<file path="config.mk">
export PLATFORM = sky130hd
export DESIGN_NAME = function_dispatcher
export DESIGN_NICKNAME = d
export VERILOG_FILES = /design/src/rtl/function_dispatcher_pkg.sv /design/src/rtl/dispatch_fifo.sv /design/src/rtl/function_dispatcher.sv
export SDC_FILE = /design/constraint.sdc
export NUM_CORES = 1
export LEC_CHECK = 0
export CAP_MARGIN = 10
export CELL_PAD_IN_SITES_DETAIL_PLACEMENT = 0
export CELL_PAD_IN_SITES_GLOBAL_PLACEMENT = 1
export CORE_MARGIN = 3
export CORE_UTILIZATION = 35
export DETAILED_ROUTE_END_ITERATION = 8
export PLACE_DENSITY_LB_ADDON = 0.1
export SYNTH_ARGS = -nofsm -noshare
export SYNTH_HDL_FRONTEND = slang
export SYNTH_SLANG_ARGS = --single-unit
</file>
<file path="constraint.sdc">
create_clock -name clk -period 4.7 [get_ports clk]
set_input_delay 0.94 -clock clk [delete_from_list [all_inputs] [get_ports clk]]
set_output_delay 0.94 -clock clk [all_outputs]
set_load 0.01 [all_outputs]
</file>
<file path="src/rtl/function_dispatcher_pkg.sv">
// function_dispatcher_pkg
//   Shared types and helpers for the function dispatcher slice.
//   state_e : dispatcher FSM states.
//   idx_w   : width of a function index for an N-way chooser (never below 1).
package function_dispatcher_pkg;

  typedef enum logic [1:0] {
    IDLE  = 2'd0,
    REQ   = 2'd1,
    CLR   = 2'd2,
    FAULT = 2'd3
  } state_e;

  function automatic int idx_w(input int n);
    return (n > 1) ? $clog2(n) : 1;
  endfunction

endpackage

</file>
<file path="src/rtl/dispatch_fifo.sv">
// dispatch_fifo
//   Command FIFO holding function indices waiting for dispatch.
//   Full/empty are registered, so a push is never accepted on the strength of
//   a pop happening in the same cycle.
// Ports
//   clk     in   clock, rising edge
//   rst     in   asynchronous active-high reset (pointers and flags)
//   push_i  in   write request (ignored while full)
//   pop_i   in   read request (ignored while empty)
//   data_i  in   index to store
//   data_o  out  index at the head of the queue
//   full_o  out  registered full flag
//   empty_o out  registered empty flag
module dispatch_fifo
  import function_dispatcher_pkg::*;
#(
  parameter int DEPTH = 4,
  parameter int WIDTH = 1
) (
  input  logic             clk,
  input  logic             rst,
  input  logic             push_i,
  input  logic             pop_i,
  input  logic [WIDTH-1:0] data_i,
  output logic [WIDTH-1:0] data_o,
  output logic             full_o,
  output logic             empty_o
);

  localparam int AW = $clog2(DEPTH);
  localparam int PW = AW + 1;

  logic [WIDTH-1:0] mem_q [DEPTH];
  // Pointers carry one extra wrap bit so full and empty are distinguishable.
  logic [PW-1:0] wr_ptr_q, wr_ptr_d;
  logic [PW-1:0] rd_ptr_q, rd_ptr_d;
  logic          full_q, full_d;
  logic          empty_q, empty_d;
  logic          do_push, do_pop;

  assign do_push = push_i && !full_q;
  assign do_pop  = pop_i && !empty_q;

  always_comb begin
    wr_ptr_d = wr_ptr_q + PW'(do_push);
    rd_ptr_d = rd_ptr_q + PW'(do_pop);
    empty_d  = (wr_ptr_d == rd_ptr_d);
    full_d   = (wr_ptr_d[AW] != rd_ptr_d[AW]) &&
               (wr_ptr_d[AW-1:0] == rd_ptr_d[AW-1:0]);
  end

  always_ff @(posedge clk or posedge rst) begin
    if (rst) begin
      wr_ptr_q <= '0;
      rd_ptr_q <= '0;
      full_q   <= 1'b0;
      empty_q  <= 1'b1;
    end else begin
      wr_ptr_q <= wr_ptr_d;
      rd_ptr_q <= rd_ptr_d;
      full_q   <= full_d;
      empty_q  <= empty_d;
    end
  end

  always_ff @(posedge clk) begin
    if (do_push) mem_q[wr_ptr_q[AW-1:0]] <= data_i;
  end

  assign data_o  = mem_q[rd_ptr_q[AW-1:0]];
  assign full_o  = full_q;
  assign empty_o = empty_q;

endmodule

</file>
<file path="src/rtl/function_dispatcher.sv">
// function_dispatcher
//   Clocked initiator for the N-way function-chooser handshake. Queued indices
//   are dispatched one at a time: raise the one-hot request, wait for fin,
//   raise clear, wait for fin to drop, then report completion. A chooser that
//   never drops fin latches a sticky fault that only rst clears.
// Ports
//   clk        in   clock, rising edge
//   rst        in   asynchronous active-high reset
//   cmd_valid  in   command present
//   cmd_ready  out  FIFO can accept a command
//   cmd_idx    in   function index to dispatch
//   req_out    out  one-hot request level to the chooser
//   clr_out    out  clear level to the chooser
//   fin_in     in   chooser fin (asynchronous)
//   done_valid out  one-cycle completion pulse
//   done_idx   out  index of the completed command
//   done_err   out  completion was a timeout or a bad index
//   fault      out  sticky: chooser failed to clear
//   busy       out  FSM active or commands queued
module function_dispatcher
  import function_dispatcher_pkg::*;
#(
  parameter  int N       = 2,
  parameter  int DEPTH   = 4,
  parameter  int TIMEOUT = 255,
  parameter  int TO_W    = 8,
  localparam int IDX_W   = idx_w(N)
) (
  input  logic             clk,
  input  logic             rst,
  input  logic             cmd_valid,
  output logic             cmd_ready,
  input  logic [IDX_W-1:0] cmd_idx,
  output logic [N-1:0]     req_out,
  output logic             clr_out,
  input  logic             fin_in,
  output logic             done_valid,
  output logic [IDX_W-1:0] done_idx,
  output logic             done_err,
  output logic             fault,
  output logic             busy
);

  // fin comes from the asynchronous chooser; two flops before the FSM sees it.
  logic fin_meta_q, fin_s_q;

  always_ff @(posedge clk or posedge rst) begin
    if (rst) begin
      fin_meta_q <= 1'b0;
      fin_s_q    <= 1'b0;
    end else begin
      fin_meta_q <= fin_in;
      fin_s_q    <= fin_meta_q;
    end
  end

  logic             fifo_full, fifo_empty, fifo_pop;
  logic [IDX_W-1:0] fifo_idx;

  dispatch_fifo #(.DEPTH(DEPTH), .WIDTH(IDX_W)) u_fifo (
    .clk    (clk),
    .rst    (rst),
    .push_i (cmd_valid),
    .pop_i  (fifo_pop),
    .data_i (cmd_idx),
    .data_o (fifo_idx),
    .full_o (fifo_full),
    .empty_o(fifo_empty)
  );

  assign cmd_ready = !fifo_full;

  state_e           state_q, state_d;
  logic [N-1:0]     req_q, req_d;
  logic             clr_q, clr_d;
  logic             done_valid_q, done_valid_d;
  logic [IDX_W-1:0] done_idx_q, done_idx_d;
  logic             done_err_q, done_err_d;
  logic             fault_q, fault_d;
  logic [IDX_W-1:0] idx_q, idx_d;
  logic             err_q, err_d;
  logic [TO_W-1:0]  cnt_q, cnt_d;
  logic             cnt_expired;

  assign cnt_expired = (cnt_q == TO_W'(TIMEOUT - 1));

  always_comb begin
    state_d      = state_q;
    req_d        = req_q;
    clr_d        = clr_q;
    done_valid_d = 1'b0;
    done_idx_d   = done_idx_q;
    done_err_d   = done_err_q;
    fault_d      = fault_q;
    idx_d        = idx_q;
    err_d        = err_q;
    cnt_d        = cnt_q;
    fifo_pop     = 1'b0;

    unique case (state_q)
      IDLE: begin
        if (!fifo_empty) begin
          fifo_pop = 1'b1;
          if (32'(fifo_idx) >= N) begin
            // Index has no chooser line: fail it without touching the chooser.
            done_valid_d = 1'b1;
            done_idx_d   = fifo_idx;
            done_err_d   = 1'b1;
          end else begin
            idx_d   = fifo_idx;
            req_d   = N'(1) << fifo_idx;
            cnt_d   = '0;
            state_d = REQ;
          end
        end
      end
      REQ: begin
        // A stale fin already high on entry is accepted as this request's fin.
        if (fin_s_q || cnt_expired) begin
          req_d   = '0;
          clr_d   = 1'b1;
          cnt_d   = '0;
          err_d   = !fin_s_q;
          state_d = CLR;
        end else begin
          cnt_d = cnt_q + TO_W'(1);
        end
      end
      CLR: begin
        if (!fin_s_q) begin
          clr_d        = 1'b0;
          done_valid_d = 1'b1;
          done_idx_d   = idx_q;
          done_err_d   = err_q;
          state_d      = IDLE;
        end else if (cnt_expired) begin
          clr_d   = 1'b0;
          fault_d = 1'b1;
          state_d = FAULT;
        end else begin
          cnt_d = cnt_q + TO_W'(1);
        end
      end
      FAULT: begin
        req_d = '0;
        clr_d = 1'b0;
      end
      default: state_d = IDLE;
    endcase
  end

  always_ff @(posedge clk or posedge rst) begin
    if (rst) begin
      state_q      <= IDLE;
      req_q        <= '0;
      clr_q        <= 1'b0;
      done_valid_q <= 1'b0;
      done_idx_q   <= '0;
      done_err_q   <= 1'b0;
      fault_q      <= 1'b0;
    end else begin
      state_q      <= state_d;
      req_q        <= req_d;
      clr_q        <= clr_d;
      done_valid_q <= done_valid_d;
      done_idx_q   <= done_idx_d;
      done_err_q   <= done_err_d;
      fault_q      <= fault_d;
    end
  end

  // Working registers are always reloaded before use, so they need no reset.
  always_ff @(posedge clk) begin
    idx_q <= idx_d;
    err_q <= err_d;
    cnt_q <= cnt_d;
  end

  assign req_out    = req_q;
  assign clr_out    = clr_q;
  assign done_valid = done_valid_q;
  assign done_idx   = done_idx_q;
  assign done_err   = done_err_q;
  assign fault      = fault_q;
  assign busy       = (state_q != IDLE) || !fifo_empty;

endmodule

</file>
* After elaboration in Yosys (flattened, before gate mapping)
Memory sizes are Yosys's and may differ from the RTL's.
Index checks and enable logic that the tools add are counted.
** Storage, ports and cells
- Flip-flop bits (word level) :: 29
- Bits in writable memories :: 4
- Output and inout port bits :: 9
- Input bits :: 5
- Memories :: 1
** Memories
- u_fifo.mem_q :: depth 4, bits a word 1, rd ports 1, clocked after Yosys merged registers in 0, write ports 1, line dispatch_fifo.sv:33 : logic [WIDTH-1:0] mem_q [DEPTH];
** Cells by class
- Bitwise gates (word level) :: 2
- Add/subtract/negate cells :: 3
- Mux-type cells :: 23
- Equal/unequal tests :: 12
- Shift operators :: 1
- Reductions and logical operators :: 21
** Operators by type and width (count)
- two-way mux 8 bit :: 4
- case mux 8 bit (3 select lines) :: 1
- two-way mux 2 bit :: 6
- case mux 2 bit (3 select lines) :: 2
- two-way mux 1 bit :: 9
- AND reduction 3 bit :: 3
- nonzero test 3 bit :: 3
- adder 8 x 1 -> 8 bit, second input constant :: 1
- == test 8 bit, second input constant :: 1
- != test 2 bit, second input constant :: 4
- AND reduction 4 bit :: 2
- adder 3 x 1 -> 3 bit :: 2
- AND reduction 2 bit :: 3
- == test 2 bit, second input constant :: 2
- == test 3 bit :: 1
- logical AND 1 bit :: 3
- logical NOT 1 bit :: 3
- != test 3 bit, second input constant :: 1
- case mux 1 bit (3 select lines) :: 1
- == test 2 x 1 -> 1 bit, second input constant :: 1
- == test 2 bit :: 1
- logical NOT 2 bit :: 1
- logical OR 1 bit :: 2
- NOT 1 bit :: 2
- 3 further kinds :: 3

* Longest topological paths before layout
- Word-level depth :: 6
- Gate-level depth with buffers :: 9
- Depth with buffers taken out :: 8

* By module
From an unflattened synthesis, not the netlist that was laid out.
** Second synthesis, totals
- Cells, all modules :: 122
- Area, all modules :: 1574.0 µm²
** Modules (own cells, without submodules)
- function_dispatcher :: cells each 88, sequential area each 575.6 µm², area each 1069.8 µm², times used 1
- dispatch_fifo :: cells each 34, sequential area each 321.6 µm², area each 504.2 µm², times used 1

* Worst setup path after synthesis
No wires, ideal clock.
- Path type :: input-to-reg
- Start point :: input cmd_valid
- End point :: register u_fifo.empty_q, in the netlist u_fifo.empty_o
- Required time :: 4.632 ns
- Slack :: 2.670 ns
- Data arrival time :: 1.962 ns
- Stages :: 6
- Library setup time :: 0.068 ns
- Cell sequence :: nor2b_1 -> ha_1 -> ha_1 -> xor2_1 -> xor2_1 -> nor2b_1
** On the way
- Longest elaborated chain between the ends :: 3
** Ends and longest elaborated chain
- start, declared :: line function_dispatcher.sv:31 : input logic cmd_valid,
- logical AND 1 bit :: line dispatch_fifo.sv:41 : assign do_push = push_i && !full_q;
- adder 3 x 1 -> 3 bit :: line dispatch_fifo.sv:45 : wr_ptr_d = wr_ptr_q + PW'(do_push);
- named net u_fifo.wr_ptr_d[2] :: line dispatch_fifo.sv:35 : logic [PW-1:0] wr_ptr_q, wr_ptr_d;
- == test 3 bit :: line dispatch_fifo.sv:47 : empty_d = (wr_ptr_d == rd_ptr_d);
- named net u_fifo.empty_d :: line dispatch_fifo.sv:38 : logic empty_q, empty_d;
- end signal, assigned :: line dispatch_fifo.sv:62 : empty_q <= empty_d;
- end, declared :: line dispatch_fifo.sv:38
The timed path passes the listed nets, and every way through them passes these cells.
A chain may end at the register's enable or synchronous reset.

* Worst setup path after layout
- Start point :: register state_q[0]
- End point :: output busy
** On the way
- Longest elaborated chain between the ends :: 2
** Ends and longest elaborated chain
- start, declared :: line function_dispatcher.sv:73 : state_e state_q, state_d;
- start signal, assigned :: line function_dispatcher.sv:162 : state_q <= state_d;
- nonzero test 2 bit :: line function_dispatcher.sv:185 : assign busy = (state_q != IDLE) || !fifo_empty;
- logical OR 1 bit :: line function_dispatcher.sv:185
- end, declared :: line function_dispatcher.sv:41 : output logic busy
Every way passes these cells.

==> out/qor.txt <==
Reg-to-Reg End: u_fifo.empty_o$_DFF_PP1_
grt ovf: 0
most frequent cell after synthesis: dfrtp_1
FFs w/ async S/R, synth: 57.58%
Top FF cell, synth: dfrtp_1
reg-to-reg slack, setup: 2.60 ns
overall die area: 5439 um2
DRC violation count after routing: 0
height of the chip: 73.75 um
final-report max-slew violation count: 0
DRC marker count from the first detailed-route iteration: 37
worst-case clock skew: 0.006595 ns
crit path cell chain: inv_1, ha_1, and2_1, clkinv_1, clkdlybuf4s50_1
final hold viol count: 0
delay of the slowest critical-path stage: 0.48 ns
number of CTS-inserted buffers: 5
end of the worst hold path: fin_s_q$_DFF_PP0_
Top delay family on crit path: buffers and inverters
vias in the first global route: 1071
minimum hold slack: 0.3707 ns
Longest Clk Path Bufs: 2
number of unique standard cell types used by synthesis: 40
Worst R2R Start: state_q[0]$_DFFE_PP0P_
Clock Root Buffer: clkbuf_8
status: finished, final reports clean
Pre-Repair DR Iteration Count: 4
RSZ-0062 raised after global routing: no
static power due to leakage: 0.0007698 uW
via-per-instance ratio: 5.075
crit path buf inv count: 3
cell type with the largest total area after synthesis: dfrtp_1
final setup violation count: 0
post-CTS setup buffer count: 0
NumNets Final: 163
synthesized area divided by synthesized cell count: 12.17 um2
worst reg2reg path depth: 8
TritonCTS clock tree: done
Max transition margin: 51.65%
leading cell types by count after synthesis: dfrtp_1 (18), edfxtp_1 (14), nor2_1 (14)
total wire length after detailed routing: 2909 um
total standard cell area after synthesis: 1607 um2
floorplan row count: 24
startpoint of the lowest-slack hold path: fin_meta_q$_DFF_PP0_
final HPWL from detailed placement: 2148 um
number of synthesized register bits: 33
class of the most critical setup path: reg2out
last weighted congestion value of the routability-driven placer: 0.7867
number of enable flip-flop cells after synthesis: 14
largest cells by area after synthesis: dfrtp_1 (28%), edfxtp_1 (26%), ha_1 (7.8%)
fill count: 416
pin count of the biggest net entering global routing: 20
data required time of the worst path: 3.76 ns
Syn Nets: 147
Tcrit/Tclk final: 62.01%
Core Box Area: 4384 um2
number of warnings reported in the yosys synthesis log: 0
post-CTS resize count: 0
share of post-route cells with drive strength above 1: 11.41%
CP max stage cell: clkdlybuf4s50_1
register clock-pin slew on the reported worst setup and hold paths: 0.07 ns
CP startpoint kind: register
maximum resistive drop on vdd: 243.1 uV
Final Cell Area: 1892 um2
horizontal die dimension: 73.75 um
Critical Path Sink Type: primary output
aggregate negative setup slack: 0 ns
worst hold path type: reg2reg
area fraction of the dominant cell type after synthesis: 28.04%
time the final worst path needs with I/O delays and setup: 2.914 ns
pin slew with the least headroom to its limit: 0.7244 ns
worst skew pair latency: 0.28 ns
final core utilization: 43.15%
initial antenna violation count: 0
remaining number of nets flagged by the antenna check after routing: 0
cell area power density: 695.1 nW/um2
H-tree levels: 2
average routed wire per standard cell: 14.47 um
Post-Syn Instances: 132
count of clock tree sinks: 33
# port buffers: 13
count of vias placed by the detailed router: 1020
Antenna diodes: 0
area growth from synthesis to layout: 17.76%
max capacitance violation total: 0
sequential fraction of the synthesis area: 55.84%
count of pins on the block boundary: 14
initial core utilization: 36.64%
arrival time reported for the critical path endpoint: 1.97 ns
Total Routing Usage GR: 11.87%
CP max FO: 12
cell area after placement: 1777 um2
# hold bufs at CTS: 0
Max Clock Freq: 343.1 MHz
global-route wire length before repair: 4878 um
depth of the worst hold-timing path: 0
sequential cells by signal (all words and copies together), names as in the netlist, 2 cells and up:
name	flops
cnt_q	8
state_q	2
u_fifo.mem_q	4
u_fifo.rd_ptr_q	3
req_out	2
u_fifo.wr_ptr_q	3
routing by layer:
| metal | vias to the layer above | part of all wire (%) | global-route usage (%) |
|---|---|---|---|
| met5 | - | 0 | 0 |
| met4 | 0 | 2.1 | 5.835 |
| met3 | 8 | 4.5 | 4.104 |
| met2 | 24 | 46 | 18.01 |
| met1 | 489 | 47 | 14.99 |
| li1 | 499 | - | - |
cell usage in the layout (no fill, tap or decap), types with 2 or more instances in the layout:
cell             netlist  layout
clkdlybuf4s50_1        0      13
clkbuf_8               0       6
edfxtp_1              14      14
dfrtp_1               18      18
nand3_1                4       4
nor2b_1                5       5
a211oi_1               2       2
xor2_1                 6       6
inv_1                  8       8
a22o_1                 3       3
a21oi_1                2       2
nand4_1                2       2
and3_1                 2       2
mux2_2                 2       2
nor2_1                14      14
ha_1                  10      10
nand2_1                6       6
o21a_1                 2       2
o21ai_0                4       4
xnor2_1                5       5
cell families (layout without fill, tap and decap cells):
group | after synthesis | after routing | synth area share (%)
simple gates | 39 | 39 | 12.07
mux | 4 | 4 | 3.427
buf+inv | 13 | 30 | 3.660
fa+ha+maj | 10 | 10 | 7.788
xor+xnor | 11 | 11 | 5.997
compound gates | 22 | 22 | 11.22
flops | 33 | 33 | 55.84
per-stage QoR:
stage / setup WS (ns) / cells / power, uW
2_1_floorplan: 2.670 / 132 / 912.2
3_3_place_gp: 2.073 / 193 / 1058
3_5_place_dp: 2.039 / 193 / 1069
4_1_cts: 1.779 / 201 / 1335
5_1_grt: 1.677 / 201 / 1413
6_report: 1.786 / 201 / 1315
worst max-delay path by stage:
stage	from	to	slack, ns	cells past startpoint
6_report	state_q[0]$_DFFE_PP0P_	busy	1.79	5
5_1_grt	state_q[0]$_DFFE_PP0P_	busy	1.68	5
4_1_cts	state_q[0]$_DFFE_PP0P_	busy	1.78	5
3_5_place_dp	cmd_valid	u_fifo.empty_o$_DFF_PP1_	2.04	7
3_3_place_gp	cmd_valid	u_fifo.empty_o$_DFF_PP1_	2.07	7
2_1_floorplan	cmd_valid	u_fifo.empty_o$_DFF_PP1_	2.67	6
final cells by class:
type,instances,area (um2),area share [%]
Clock buffer,7,107.6,5.688
Clock inverter,1,7.507,0.3968
Inverter,9,33.78,1.786
Multi-Input combinational cell,86,650.6,34.39
Sequential cell,33,897.1,47.42
Tap cell,52,65.06,3.439
Timing Repair Buffer,13,130.1,6.878
power breakdown:
part,leakage (uW),internal (uW),switching (uW)
logic,0.000344,249,279
registers,0.000370,441,88.6
clock network,0.0000556,151,107
total,0.000770,841,474
worst register-to-register path: stages (launching register included):
cell	delay [ns]
dfrtp_1	0.41
inv_1	0.12
ha_1	0.39
nor2b_1	0.25
ha_1	0.18
ha_1	0.16
xnor2_1	0.16
xor2_1	0.20
nor2b_1	0.16
No activity file was read; power rests on OpenSTA's default activity.
